--- src/rtl/mii_tx_framer.sv ---
// MII transmit framer: wraps a byte stream with preamble/SFD, pads short frames,
// appends the Ethernet FCS and enforces the inter-frame gap.
//
// state    | meaning
// ---------+--------------------------------------------------------------
// IDLE     | line quiet, waiting for tx_mac_valid
// PREAMBLE | 15 nibbles of 4'h5
// SFD      | nibble 4'hD, first byte accepted here
// DATA     | payload bytes, low nibble then high nibble
// PAD      | zero bytes until MIN_PAYLOAD reached
// FCS      | 8 nibbles of complemented CRC-32, LS nibble first
// IFG      | line quiet for IFG_NIBBLES cycles
module mii_tx_framer #(
  parameter int IFG_NIBBLES = 24,
  parameter int MIN_PAYLOAD = 60
) (
  input  logic       clk,
  input  logic       reset,
  input  logic [7:0] tx_mac_data,
  input  logic       tx_mac_valid,
  input  logic       tx_mac_last,
  output logic       tx_mac_ready,
  output logic       phy_tx_en,
  output logic [3:0] phy_txd,
  output logic       tx_busy,
  output logic       tx_done,
  output logic       tx_underrun
);

  localparam logic [2:0] S_IDLE = 3'd0;
  localparam logic [2:0] S_PRE  = 3'd1;
  localparam logic [2:0] S_SFD  = 3'd2;
  localparam logic [2:0] S_DATA = 3'd3;
  localparam logic [2:0] S_PAD  = 3'd4;
  localparam logic [2:0] S_FCS  = 3'd5;
  localparam logic [2:0] S_IFG  = 3'd6;

  localparam int TMAX = (IFG_NIBBLES > 15) ? IFG_NIBBLES : 15;
  localparam int TW   = $clog2(TMAX + 1);

  logic [2:0]    state_q, state_d;
  logic [TW-1:0] tim_q, tim_d;
  logic [10:0]   cnt_q, cnt_d;
  logic [31:0]   crc_q, crc_d;
  logic [3:0]    hi_nib_q, hi_nib_d;
  logic          hi_q, hi_d;
  logic          last_q, last_d;
  logic          ready_q, ready_d;
  logic          en_q, en_d;
  logic [3:0]    txd_q, txd_d;
  logic          busy_q, busy_d;
  logic          done_q, done_d;
  logic          urun_q, urun_d;
  logic          consume, take, pad, fcs, abort;

  function automatic logic [31:0] crc_byte(input logic [31:0] c, input logic [7:0] d);
    logic [31:0] r;
    r = c ^ {24'h0, d};
    for (int k = 0; k < 8; k++)
      r = r[0] ? ((r >> 1) ^ 32'hEDB88320) : (r >> 1);
    return r;
  endfunction

  always_comb begin
    state_d  = state_q;
    tim_d    = tim_q;
    cnt_d    = cnt_q;
    crc_d    = crc_q;
    hi_nib_d = hi_nib_q;
    hi_d     = hi_q;
    last_d   = last_q;
    take     = 1'b0;
    pad      = 1'b0;
    fcs      = 1'b0;
    abort    = 1'b0;
    consume  = tx_mac_valid && ready_q;

    case (state_q)
      S_IDLE: if (tx_mac_valid) begin
        state_d = S_PRE;
        tim_d   = TW'(14);
      end
      S_PRE: if (tim_q == '0) begin
        state_d = S_SFD;
        crc_d   = 32'hFFFFFFFF;
        cnt_d   = '0;
        last_d  = 1'b0;
      end else begin
        tim_d = tim_q - 1'b1;
      end
      S_SFD: if (consume) take = 1'b1; else abort = 1'b1;
      S_DATA: begin
        if (!hi_q)                             hi_d = 1'b1;
        else if (last_q && cnt_q < 11'(MIN_PAYLOAD)) pad = 1'b1;
        else if (last_q)                       fcs = 1'b1;
        else if (consume)                      take = 1'b1;
        else                                   abort = 1'b1;
      end
      S_PAD: begin
        if (!hi_q)                          hi_d = 1'b1;
        else if (cnt_q >= 11'(MIN_PAYLOAD)) fcs = 1'b1;
        else                                pad = 1'b1;
      end
      S_FCS: if (tim_q == '0) begin
        state_d = S_IFG;
        tim_d   = TW'(IFG_NIBBLES - 1);
      end else begin
        tim_d = tim_q - 1'b1;
        crc_d = {4'h0, crc_q[31:4]};
      end
      S_IFG: if (tim_q == '0) state_d = S_IDLE; else tim_d = tim_q - 1'b1;
      default: state_d = S_IDLE;
    endcase

    if (take || pad) begin
      hi_d  = 1'b0;
      cnt_d = (cnt_q == 11'd2047) ? cnt_q : cnt_q + 11'd1;
    end
    if (take) begin
      state_d  = S_DATA;
      hi_nib_d = tx_mac_data[7:4];
      last_d   = tx_mac_last;
      crc_d    = crc_byte(crc_q, tx_mac_data);
    end
    if (pad) begin
      state_d  = S_PAD;
      hi_nib_d = 4'h0;
      crc_d    = crc_byte(crc_q, 8'h00);
    end
    // FCS nibbles are taken from the low end of crc_q, which shifts down each cycle
    if (fcs) begin
      state_d = S_FCS;
      tim_d   = TW'(7);
      crc_d   = {4'h0, crc_q[31:4]};
    end
    if (abort) begin
      state_d = S_IFG;
      tim_d   = TW'(IFG_NIBBLES - 1);
    end

    case (state_d)
      S_PRE:   txd_d = 4'h5;
      S_SFD:   txd_d = 4'hD;
      S_DATA:  txd_d = take ? tx_mac_data[3:0] : hi_nib_q;
      S_FCS:   txd_d = ~crc_q[3:0];
      default: txd_d = 4'h0;
    endcase
    en_d    = (state_d == S_PRE) || (state_d == S_SFD) || (state_d == S_DATA) ||
              (state_d == S_PAD) || (state_d == S_FCS);
    ready_d = (state_d == S_SFD) || ((state_d == S_DATA) && hi_d && !last_d);
    busy_d  = (state_d != S_IDLE);
    done_d  = (state_q == S_FCS) && (tim_q == TW'(1));
    urun_d  = abort;
  end

  always_ff @(posedge clk) begin
    if (reset) begin
      state_q  <= S_IDLE;
      tim_q    <= '0;
      cnt_q    <= '0;
      crc_q    <= '0;
      hi_nib_q <= '0;
      hi_q     <= 1'b0;
      last_q   <= 1'b0;
      ready_q  <= 1'b0;
      en_q     <= 1'b0;
      txd_q    <= '0;
      busy_q   <= 1'b0;
      done_q   <= 1'b0;
      urun_q   <= 1'b0;
    end else begin
      state_q  <= state_d;
      tim_q    <= tim_d;
      cnt_q    <= cnt_d;
      crc_q    <= crc_d;
      hi_nib_q <= hi_nib_d;
      hi_q     <= hi_d;
      last_q   <= last_d;
      ready_q  <= ready_d;
      en_q     <= en_d;
      txd_q    <= txd_d;
      busy_q   <= busy_d;
      done_q   <= done_d;
      urun_q   <= urun_d;
    end
  end

  assign tx_mac_ready = ready_q;
  assign phy_tx_en    = en_q;
  assign phy_txd      = txd_q;
  assign tx_busy      = busy_q;
  assign tx_done      = done_q;
  assign tx_underrun  = urun_q;

endmodule

--- config.mk ---
export PLATFORM = sky130hd
export DESIGN_NAME = mii_tx_framer
export DESIGN_NICKNAME = d
export VERILOG_FILES = /design/src/rtl/mii_tx_framer.sv
export SDC_FILE = /design/constraint.sdc
export NUM_CORES = 1
export LEC_CHECK = 0
export BUFFER_PORTS_ARGS = -buffer_cell sky130_fd_sc_hd__buf_2
export CAP_MARGIN = 15
export CORE_MARGIN = 2
export CORE_UTILIZATION = 40
export CTS_CLUSTER_SIZE = 25
export DETAILED_ROUTE_END_ITERATION = 10
export PLACE_DENSITY = 0.64
export SLEW_MARGIN = 30
export SYNTH_ARGS = -nofsm -noshare
export SYNTH_HDL_FRONTEND = slang
export SYNTH_SLANG_ARGS = --single-unit
export TNS_END_PERCENT = 50
--- constraint.sdc ---
create_clock -name clk -period 3.83 [get_ports clk]
set_input_delay 0.766 -clock clk [delete_from_list [all_inputs] [get_ports clk]]
set_output_delay 0.766 -clock clk [all_outputs]
set_load 0.02 [all_outputs]
---- Yosys cells after proc, flatten, opt, wreduce, memory -nomap -nowiden ----
Index checks and enable logic that the tools add are counted.
operators by class
  reductions and logical operators ........ 32
  eq/ne operators ......................... 22
  $lt $le $gt $ge ......................... 2
  $add $sub $neg .......................... 2
  mux-type cells .......................... 69
  bitwise logic cells ..................... 18
operators by type and width
  kind                   number
  $mux 32                20
  $not 13->14            16
  $pmux 32 s2            1
  $mux 11                4
  $xor 32x8->32          1
  $mux 28                1
  $mux 5                 5
  $mux 3                 8
  $mux 1                 22
  $ne 4x4->1 const B     4
  $pmux 4 s4             1
  $eq 3x3->1 const B     5
  $pmux 3 s5             1
  $pmux 5 s3             1
  $reduce_and 3->1       5
  $eq 3x2->1 const B     4
  $add 11x1->11 const B  1
  $eq 11x11->1 const B   1
  $ge 11x6->1 const B    1
  $lt 11x6->1 const B    1
  $ne 5x5->1 const B     2
  $reduce_bool 5->1      2
  $pmux 1 s2             4
  $reduce_or 2->1        4
  15 further kinds       30
word-level totals
  flip-flop bits (word level) ............. 66
  word-level logic and storage cells ...... 160
  input port bits ......................... 12
  output and inout bits ................... 9

---- Depth between registers and ports, before layout ----
  depth after elaboration ................. 20
  gate-level depth with buffers ........... 10
  mapped depth without buffers ............ 8

---- Least setup slack after synthesis ----
No wires, ideal clock.
  kind .................................... input to register
  from .................................... in tx_mac_data[1]
  to ...................................... reg crc_q[23]
  slack ................................... 1.322 ns
  path buffers ............................ 1
  stages .................................. 7
  setup time .............................. 0.132 ns
  data required time ...................... 3.698 ns
  arrival ................................. 2.376 ns
  cell sequence ........................... clkbuf_1 -> xor2_1 -> xnor3_1 -> xnor3_1 -> xor2_1 -> o221ai_1 -> a21oi_1
on the way
  word-level cells in the longest chain between the ends .. 16
ends and longest elaborated chain
  item                    line  RTL
  start: declaration      19    input logic [7:0] tx_mac_data,
  $xor 32x8->32 *         58    r = c ^ {24'h0, d};
  $mux 32 * (3 in a row)  60    r = r[0] ? ((r >> 1) ^ 32'hEDB88320) : (r >> 1);
  $not 13->14 (no line)   -
  $mux 32 *               60
  $not 13->14 (no line)   -
  $mux 32 * (2 in a row)  60
  $not 13->14 (no line)   -
  $mux 32 *               60
  $not 13->14 (no line)   -
  $mux 32 *               60
  $mux 32 *               119   if (take) begin
  $mux 32 *               125   if (pad) begin
  $mux 28 *               131   if (fcs) begin
  end signal: assignment  175   crc_q <= crc_d;
  end: declaration        44    logic [31:0] crc_q, crc_d;
Mark *: on every way between the ends. The rest lies on a longest branch, timed or not.
A chain may end at the register's enable or synchronous reset.

---- Final worst setup path ----
  from .................................... reg state_q[2]
  to ...................................... reg tim_q[2]
on the way
  word-level cells in the longest chain between the ends .. 5
  elaborated cells between the ends (all ways) .. 17
  those cells by class .................... eq/ne: 8; mux: 5; reduce/logical: 4
ends and longest elaborated chain
  item                                      line  RTL
  start: declaration                        41    logic [2:0] state_q, state_d;
  start signal: assignment                  172   state_q <= state_d;
  $eq 3x3->1 or $eq 3x1->1 (tied branches)  78    case (state_q)
  $reduce_or 2->1 (no line)                 -
  $pmux 5 s3                                78
  $mux 5                                    131
  $mux 5                                    136   if (abort) begin
  end signal: assignment                    173   tim_q <= tim_d;
  end: declaration                          42    logic [TW-1:0] tim_q, tim_d;
Several ways; a longest one is shown, not always the timed one.

==> key figures <==
Status
  • Outcome: finished, final reports clean

Power and ir drop
  • Leakage: 2.127 nW
  • Power per cell area: 953.3 mW/mm^2
  • Worst vdd rail ir drop: 472.4 uV
  • Final Power: 0.005364 W

Clock network
  • CTS tree: done
  • Clock sink count: 66
  • Post-CTS sizing: 0
  • H-tree depth: 3
  • Clock Root Buffer: clkbuf_16
  • Worst-path clk slew: 0.06 ns
  • Post-CTS setup buffers: 0
  • Clk_lat worst skew: 0.34 ns
  • Hold Buf Count CTS: 0
  • Longest Clk Path Bufs: 2
  • Num CTS Buffers: 9

Layout
  • Layout area overhead: 11.92%
  • Ant diodes: 0
  • Final Cell Area: 0.005627 sq mm
  • Commonest non-fill, non-tap cell in the layout: xnor2_1
  • Core Util, Final: 46.27%
  • Non-Filler Instances: 773
  • Final nets: 617
  • Most frequent cells in the layout: xnor2_1 (92), dfxtp_1 (66), a21oi_1 (59)
  • Layout cells sized above 1: 12.07%

Setup path
  • CP Cell Sequence: nor3b_1 -> a22o_1 -> nand2_1 -> and2_1 -> or3_1 -> a21oi_1
  • Crit Path Class: reg -> reg
  • Endpoint class of the critical path: flop
  • CP Max Fanout: 19
  • Worst path max stage delay: 0.69 ns
  • Arr. time, crit path: 3.11 ns
  • Critical Path Source Type: flop
  • Worst path required time: 4.10 ns
  • CP delay by family, top: simple AND/OR/NAND/NOR gates
  • CP Buf/Inv Count: 0
  • CP max stage cell: dfxtp_1

Drt
  • DR iter-0 viols: 419
  • DR vias/cell: 6.044
  • Via count: 4,672
  • Detailed Routing Iterations Pass 1: 5
  • Routed wire length: 15,370 um
  • Post-route ant nets: 0
  • Residual DRC: 0
  • Avg WL per Cell: 19.88 um

Floorplanning
  • Die H: 116.1 um
  • FP Rows: 40
  • Core Area: 0.01216 sq mm
  • Die X: 116.1 um
  • IO Pins: 21
  • Die area: 0.01348 sq mm
  • Initial Util: 41.34%

Placed design
  • Inst Count DP: 757
  • Hpwl dp: 10,690 um
  • Port-buffer cells: 20
  • Placed Area: 0.005293 sq mm
  • GPL Wtd Cong: 0.9669

Timing
  • Setup-failing EPs final: 0
  • Worst slew pin tran: 0.9104 ns
  • Slew headroom: 39.08%
  • Final period util: 74.27%
  • Hold Fails Final Rpt: 0
  • Tmin final: 2.844 ns
  • RSZ-0062 raised after global routing: no
  • Setup TNS: 0 ns
  • Max frequency: 351.6 MHz
  • Setup Skew: 0.006438 ns
  • Max Slew Vio Count: 0

Global routing
  • First-pass GRT wire length: 24,340 um
  • All-Layer GR Usage: 23.49%
  • Largest net degree at the start of global routing: 46
  • Initial antenna violation count: 0
  • GRT overflow: 0
  • Vias in the first global route: 4,390

Min path
  • HP Class: reg -> reg

Logic synthesis
  • Mapped Area: 0.005027 sq mm
  • Distinct cells, synth: 61
  • Synth Flop Type: dfxtp_1
  • Fraction of registers with async set/reset: 0%
  • Seq/Total Area, Yosys: 26.28%
  • Number of flops mapped to enable cells by yosys: 0
  • Instance count of the mapped netlist: 596
  • Syn Nets: 613
  • Ys Warns: 0
  • Synth Register Bits: 66
  • Synthesized area per cell: 8.435 sq um

Run
  • Total of max-cap violations: 0
power by group:
part	switching (W)	internal (W)	leakage, nW
sequential	0.000333	0.000865	0.537
combinational	0.00169	0.00155	1.43
clock	0.000332	0.000589	0.155
total	0.00236	0.00301	2.13
cell usage after synthesis (10+ instances only):
cell type	instances	area, sq um
nand3_1	10	50.05
xnor2_1	92	805.8
nor2_1	32	120.1
nand2_1	38	142.6
o221ai_1	21	183.9
a21oi_1	59	295.3
buf_2	13	65.06
dfxtp_1	66	1321
clkbuf_1	27	101.4
o21ai_0	28	140.1
nor3_1	15	75.07
xor2_1	35	306.5
a22oi_1	18	135.1
path summary, 6_finish.rpt:
check / slack (ns) / to / start / cells past startpoint
worst max-delay path: 0.99 / tim_q[2]$_SDFFE_PP0P_ / state_q[2]$_SDFF_PP0_ / 6
worst min register to register: 0.48 / hi_nib_q[3]$_SDFFE_PP0N_ / hi_nib_q[3]$_SDFFE_PP0N_ / 2
worst max register to register: 0.99 / tim_q[2]$_SDFFE_PP0P_ / state_q[2]$_SDFF_PP0_ / 6
worst min-delay path: 0.48 / hi_nib_q[3]$_SDFFE_PP0N_ / hi_nib_q[3]$_SDFFE_PP0N_ / 2
layout make-up:
type	instances	area, sq um
fillers	1206	6535
multi-input cells	478	3513
flip-flops and latches	66	1321
clock buffers	10	239.0
repair buffers	36	220.2
well taps	168	210.2
clock inverters	6	88.84
inverters	9	33.78
flip-flops by register name (all words and copies together) (netlist names):
| name | count |
|---|---|
| tx_mac_ready | 1 |
| tim_q | 5 |
| tx_underrun | 1 |
| phy_txd | 4 |
| hi_nib_q | 4 |
| state_q | 3 |
| tx_done | 1 |
| phy_tx_en | 1 |
| last_q | 1 |
| cnt_q | 11 |
| crc_q | 32 |
| tx_busy | 1 |
| hi_q | 1 |
logic make-up after synthesis:
| logic type | after synthesis | share of synthesized area (%) |
|---|---|---|
| DFF | 66 | 26.28 |
| AOI/OAI and AO/OA | 181 | 24.34 |
| buffers and inverters | 52 | 4.206 |
| xor gates and xnor gates | 141 | 27.90 |
| muxes | 9 | 1.817 |
| and+or+nand+nor | 142 | 14.21 |
| adders and majority gates | 5 | 1.244 |
stage by stage:
step / worst slack, ns / hold WS, ns
6_report: 0.9856 / 0.4753
5_1_grt: 0.7619 / 0.4988
4_1_cts: 0.9384 / 0.4769
3_5_place_dp: 0.9697 / 0.4692
3_3_place_gp: 1.018 / 0.4660
2_1_floorplan: 1.322 / 0.4402
worst reg2reg max path: cells and delay by family (launching register included):
| kind | cells | cell delay (ns) |
|---|---|---|
| compound gates | 2 | 0.59 |
| simple gates | 4 | 1.49 |
| flops | 1 | 0.69 |
routing by layer:
layer	vias up	part of all wire (%)	track usage [%]
met5	-	0	0
met4	0	3.1	8.730
met3	35	6.6	4.307
met2	215	45	36.92
met1	2272	45	32.32
li1	2150	-	-
(Power assumes the default switching activity.)
